==> src/rtl/regfile_wb_arbiter.sv <==
`default_nettype none
// ============================================================================
// Module   : regfile_wb_arbiter
// Purpose  : Round-robin write-back arbiter for the 16x16 register file's
//            single write port, plus a 16-cycle clear sequencer that zeroes
//            every register through that same port.
// Options  : define REG0_ZERO_EN to make register 0 read-only zero (granted
//            writes to address 0 complete but do not assert wr_en).
// Revision : 1.0 - initial release
// ============================================================================
module regfile_wb_arbiter #(
    parameter int N_REQ = 3
) (
    input  logic                  clk,
    input  logic                  rst,
    input  logic [N_REQ-1:0]      req,
    input  logic [4*N_REQ-1:0]    req_add,
    input  logic [16*N_REQ-1:0]   req_data,
    output logic [N_REQ-1:0]      gnt,
    input  logic                  clr_start,
    output logic                  clr_busy,
    output logic                  clr_done,
    output logic                  wr_en,
    output logic [3:0]            wr_reg_add,
    output logic [15:0]           wr_data
);

    localparam logic [3:0] c_LAST_REG = 4'd15;

    typedef enum logic [0:0] {
        ST_ARB   = 1'b0,
        ST_CLEAR = 1'b1
    } state_t;

    state_t      r_state;
    state_t      w_state_nxt;
    logic [1:0]  r_ptr;
    logic [1:0]  w_ptr_nxt;
    logic [3:0]  r_cnt;
    logic [3:0]  w_cnt_nxt;

    logic        w_found;
    logic [1:0]  w_sel;
    logic [1:0]  w_idx;
    logic [3:0]  w_sel_add;
    logic [15:0] w_sel_data;

    logic        w_wr_en_nxt;
    logic [3:0]  w_add_nxt;
    logic [15:0] w_data_nxt;
    logic        w_done_nxt;

    // (base + off) mod N_REQ; both operands are already below N_REQ
    function automatic logic [1:0] f_wrap_inc(input logic [1:0] base, input logic [1:0] off);
        logic [2:0] sum;
        sum = {1'b0, base} + {1'b0, off};
        if (sum >= 3'(N_REQ)) begin
            sum = sum - 3'(N_REQ);
        end
        return sum[1:0];
    endfunction

    // Round-robin search starting at the pointer; suppressed in CLEAR and when a clear is requested
    always_comb begin
        w_found = 1'b0;
        w_sel   = '0;
        w_idx   = '0;
        if (r_state == ST_ARB && !clr_start) begin
            for (int k = 0; k < N_REQ; k++) begin
                w_idx = f_wrap_inc(r_ptr, 2'(k));
                for (int i = 0; i < N_REQ; i++) begin
                    if (!w_found && w_idx == 2'(i) && req[i]) begin
                        w_found = 1'b1;
                        w_sel   = 2'(i);
                    end
                end
            end
        end
    end

    // One-hot grant and the address/data mux for the winning requester
    always_comb begin
        gnt        = '0;
        w_sel_add  = '0;
        w_sel_data = '0;
        for (int i = 0; i < N_REQ; i++) begin
            if (w_found && w_sel == 2'(i)) begin
                gnt[i]     = 1'b1;
                w_sel_add  = req_add[4*i +: 4];
                w_sel_data = req_data[16*i +: 16];
            end
        end
    end

    // Next-state, pointer, counter and write-port values
    always_comb begin
        w_state_nxt = r_state;
        w_ptr_nxt   = r_ptr;
        w_cnt_nxt   = r_cnt;
        w_wr_en_nxt = 1'b0;
        w_add_nxt   = wr_reg_add;
        w_data_nxt  = wr_data;
        w_done_nxt  = 1'b0;
        case (r_state)
            ST_ARB: begin
                if (clr_start) begin
                    w_state_nxt = ST_CLEAR;
                    w_cnt_nxt   = '0;
                end else if (w_found) begin
                    w_ptr_nxt  = f_wrap_inc(w_sel, 2'd1);
                    w_add_nxt  = w_sel_add;
                    w_data_nxt = w_sel_data;
`ifdef REG0_ZERO_EN
                    // Register 0 is hardwired zero: the transfer completes but is not written
                    w_wr_en_nxt = (w_sel_add != 4'd0);
`else
                    w_wr_en_nxt = 1'b1;
`endif
                end
            end
            ST_CLEAR: begin
                // clr_start is ignored here so the sequence never restarts
                w_wr_en_nxt = 1'b1;
                w_add_nxt   = r_cnt;
                w_data_nxt  = '0;
                w_cnt_nxt   = r_cnt + 4'd1;
                if (r_cnt == c_LAST_REG) begin
                    w_state_nxt = ST_ARB;
                    w_done_nxt  = 1'b1;
                end
            end
            default: begin
                w_state_nxt = ST_ARB;
            end
        endcase
    end

    // State, pointer and clear counter registers
    always_ff @(posedge clk) begin
        if (rst) begin
            r_state <= ST_ARB;
            r_ptr   <= '0;
            r_cnt   <= '0;
        end else begin
            r_state <= w_state_nxt;
            r_ptr   <= w_ptr_nxt;
            r_cnt   <= w_cnt_nxt;
        end
    end

    // Registered write port toward the register file
    always_ff @(posedge clk) begin
        if (rst) begin
            wr_en      <= 1'b0;
            wr_reg_add <= '0;
            wr_data    <= '0;
            clr_done   <= 1'b0;
        end else begin
            wr_en      <= w_wr_en_nxt;
            wr_reg_add <= w_add_nxt;
            wr_data    <= w_data_nxt;
            clr_done   <= w_done_nxt;
        end
    end

    assign clr_busy = (r_state == ST_CLEAR);

endmodule
`default_nettype wire

==> config.mk <==
export PLATFORM = sky130hd
export DESIGN_NAME = regfile_wb_arbiter
export DESIGN_NICKNAME = d
export VERILOG_FILES = /design/src/rtl/regfile_wb_arbiter.sv
export SDC_FILE = /design/constraint.sdc
export NUM_CORES = 1
export LEC_CHECK = 0
export ABC_AREA = 1
export BUFFER_PORTS_ARGS = -buffer_cell sky130_fd_sc_hd__buf_2
export CAP_MARGIN = 10
export CORE_MARGIN = 4
export CORE_UTILIZATION = 45
export CTS_CLUSTER_SIZE = 30
export DETAILED_ROUTE_END_ITERATION = 10
export PLACE_DENSITY = 0.8
export SYNTH_ARGS = -nofsm -noshare
export SYNTH_HDL_FRONTEND = slang
export SYNTH_SLANG_ARGS = --single-unit
==> constraint.sdc <==
create_clock -name clk -period 3.35 [get_ports clk]
set_clock_uncertainty 0.05 [all_clocks]
set_input_delay 0.335 -clock clk [delete_from_list [all_inputs] [get_ports clk]]
set_output_delay 0.335 -clock clk [all_outputs]
set_load 0.02 [all_outputs]
==> flow_metrics.py <==
metrics = {
    "route": {
        "drt_iter0_drc": 144,
        "wl_per_cell_um": 12.0,
        "drc": 0,
        "routed_wl_mm": 4.87,
        "drtPass1Iterations": 5,
        "postRouteAntennaNets": 0,
        "vias": 1998,
        "vias_per_cell": 4.92,
    },
    "timing": {
        "slew_violations": 0,
        "final.min_clock_period_ps": 3010,
        "period_share_pct": 89.9,
        "finalHoldViolations": 0,
        "rsz0062_at_grt": "no",
        "setup_viol": 0,
        "tightest_slew_ps": 527,
        "relSlewSlack_pct": 64.8,
        "fmax_mhz": 332,
        "whs_ps": 281,
        "fin_tns_setup_ps": 0,
    },
    "power": {
        "irDropWorstVdd_v": 0.000205,
        "leakage_uw": 0.00118,
        "p_per_area_mw_per_mm2": 413,
    },
    "synth": {
        "syn_inst": 267,
        "ys_ff_latch": 29,
        "synth_warnings": 0,
        "synth_area_mm2": 0.00174,
        "synth.distinct_cells": 27,
        "syn_avg_cell_area_um2": 6.53,
        "syn_nets": 340,
        "ys_seq_area_share_pct": 33.3,
    },
    "worst_setup_path": {
        "r2r_end": "wr_data[11]",
        "r2r_slack_ps": 540,
        "critPathMaxFanout": 20,
        "crit_type": "reg -> out",
        "reg2regPathDepth": 17,
        "rr_startpoint": "r_ptr[0]",
        "required_ps": 2960,
        "end_kind": "output pin",
        "cp.arrival_ps": 2630,
        "startpoint_type": "register",
    },
    "floorplanning": {
        "die_w_um": 70.2,
        "die_area_mm2": 0.00493,
        "coreArea_mm2": 0.00369,
        "die_h_um": 70.2,
        "row_count": 22,
        "ioPinCount": 92,
        "initial_utilization_pct": 47.3,
    },
    "grt": {
        "grt_max_degree": 27,
        "grt_first_pass_wirelength_mm": 8.09,
        "track_usage_pct": 19.9,
        "grt_pass1_vias": 1873,
        "antenna_found_initial": 0,
        "grt.overflow.total": 0,
    },
    "run": {
        "max_cap_viol_count": 0,
    },
    "min_path": {
        "min_path_type": "in -> reg",
        "holdPathStages": 3,
        "hold_path_end": "wr_data[3]",
        "min_from": "req_data[35]",
    },
    "clock_network": {
        "cts-root-buf": "clkbuf_8",
        "clock_latency_ps": 280,
        "clk_pin_slew_ps": 60,
        "cts_tree": "yes",
        "cts_max_level": 2,
        "cts_resized": 0,
        "cts_sinks": 29,
        "cts_buffers": 5,
        "holdBufCountCts": 0,
        "ctsLongestPathBuffers": 2,
    },
    "final_layout": {
        "n_antenna_cell": 0,
        "areaGrowthSynthToFinish_pct": 32.7,
        "nets": 431,
        "final_common_cell": "nand2_1",
        "finalInstanceArea_mm2": 0.00231,
        "drive_gt1_share_pct": 32.4,
        "mostFrequentLayoutCells": "94 x nand2_1, 91 x buf_2, 40 x inv_1",
    },
    "placement": {
        "finalWeightedCongestion": 0.866,
        "dp_hpwl_mm": 3.60,
        "placed_area_mm2": 0.00220,
        "portBuffers": 91,
    },
    "run_status": {
        "status": "complete, no violations",
    },
}
==> cell type report <==
type,instances,area (µm²)
clock buffers,7,86.3
fillers,371,1380
inverters,43,164
multi-input cells,182,921
flip-flops and latches,29,581
well taps,48,60.1
repair buffers,97,500
==> critical path, cell delays in order, from the launching register on <==
cell and delay, ps:
dfxtp_1 350, inv_1 50, ha_1 340, o21ai_2 160, nand3_2 130, nor2_4 120
nand2_1 60, inv_1 70, a31oi_1 70, nor2_1 190, ha_1 200, inv_1 60
nor2_1 100, buf_4 250, buf_2 210
==> state kept, by name, summed over array words and instances (netlist names) <==
register    flops
clr_busy        1
clr_done        1
r_cnt           4
r_ptr           2
wr_data        16
wr_en           1
wr_reg_add      4
==> power by group <==
part           total [µW]  internal, µW  switching [µW]
clock network         291           163             128
registers             391           374            17.5
logic                 272           108             165
==> logic make-up (layout without fill, tap and decap cells) <==
kind of cell,Yosys count,after routing,synth area share [%]
DFF,29,29,33.3
AOI/OAI and AO/OA,55,55,17.8
adders and majority gates,7,7,5.02
buffers and inverters,56,147,13.9
and+or+nand+nor,120,120,30.0
==> through the flow <==
step	util (%)	cells	worst slack (ps)	power [µW]
final	62.7	406	339	954
after global routing	62.7	406	36.6	1010
after CTS	62.1	403	335	954
after detailed placement	59.7	396	389	662
after global placement	59.7	396	539	658
after floorplan	-	267	886	572
==> metal layers <==
metal	wire, µm	up-vias	track usage [%]
met3	412	13	5.32
met4	121	0	8.30
met2	2270	91	33.5
met5	0	-	0
met1	2070	865	23.6
li1	-	1029	-
==> synth_stat cells <==
master	instances	area share, %
nor2_1	9	1.9
a31oi_1	18	6.5
nand4_1	4	1.4
nor2_4	2	1.3
buf_6	2	1.3
nor4_1	1	0.36
inv_4	1	0.36
nor2_2	1	0.36
a22oi_1	1	0.43
clkbuf_1	6	1.3
nand2_1	94	20
buf_2	2	0.57
nand4_4	1	1.2
nand3_2	1	0.57
inv_1	40	8.6
o21ai_2	1	0.50
ha_1	7	5.0
inv_2	2	0.43
buf_4	3	1.3
o21ai_0	23	6.6
nand2_2	3	1.1
a21oi_1	8	2.3
o22ai_1	3	1.1
nor3_1	3	0.86
dfxtp_1	29	33
nand2_4	1	0.65
a211oi_1	1	0.43
==> how the worst max path moves through the flow <==
| stage | start | to | slack [ps] | cells after the start |
|---|---|---|---|---|
| after floorplan | r_ptr[0] | wr_reg_add[0] | 890 | 19 |
| after global placement | r_ptr[0] | wr_data[5] | 540 | 17 |
| after detailed placement | r_ptr[0] | wr_data[13] | 390 | 17 |
| after CTS | r_ptr[0] | gnt[1] | 340 | 14 |
| after global routing | r_ptr[0] | gnt[1] | 40 | 14 |
| final | r_ptr[0] | gnt[1] | 340 | 14 |
==> what timing repair did <==
action	in CTS	in global routing
setup endpoints to repair	0	2
hold endpoints to repair	0	0
buffers inserted	0	3
No activity file was read; power rests on OpenSTA's default activity.
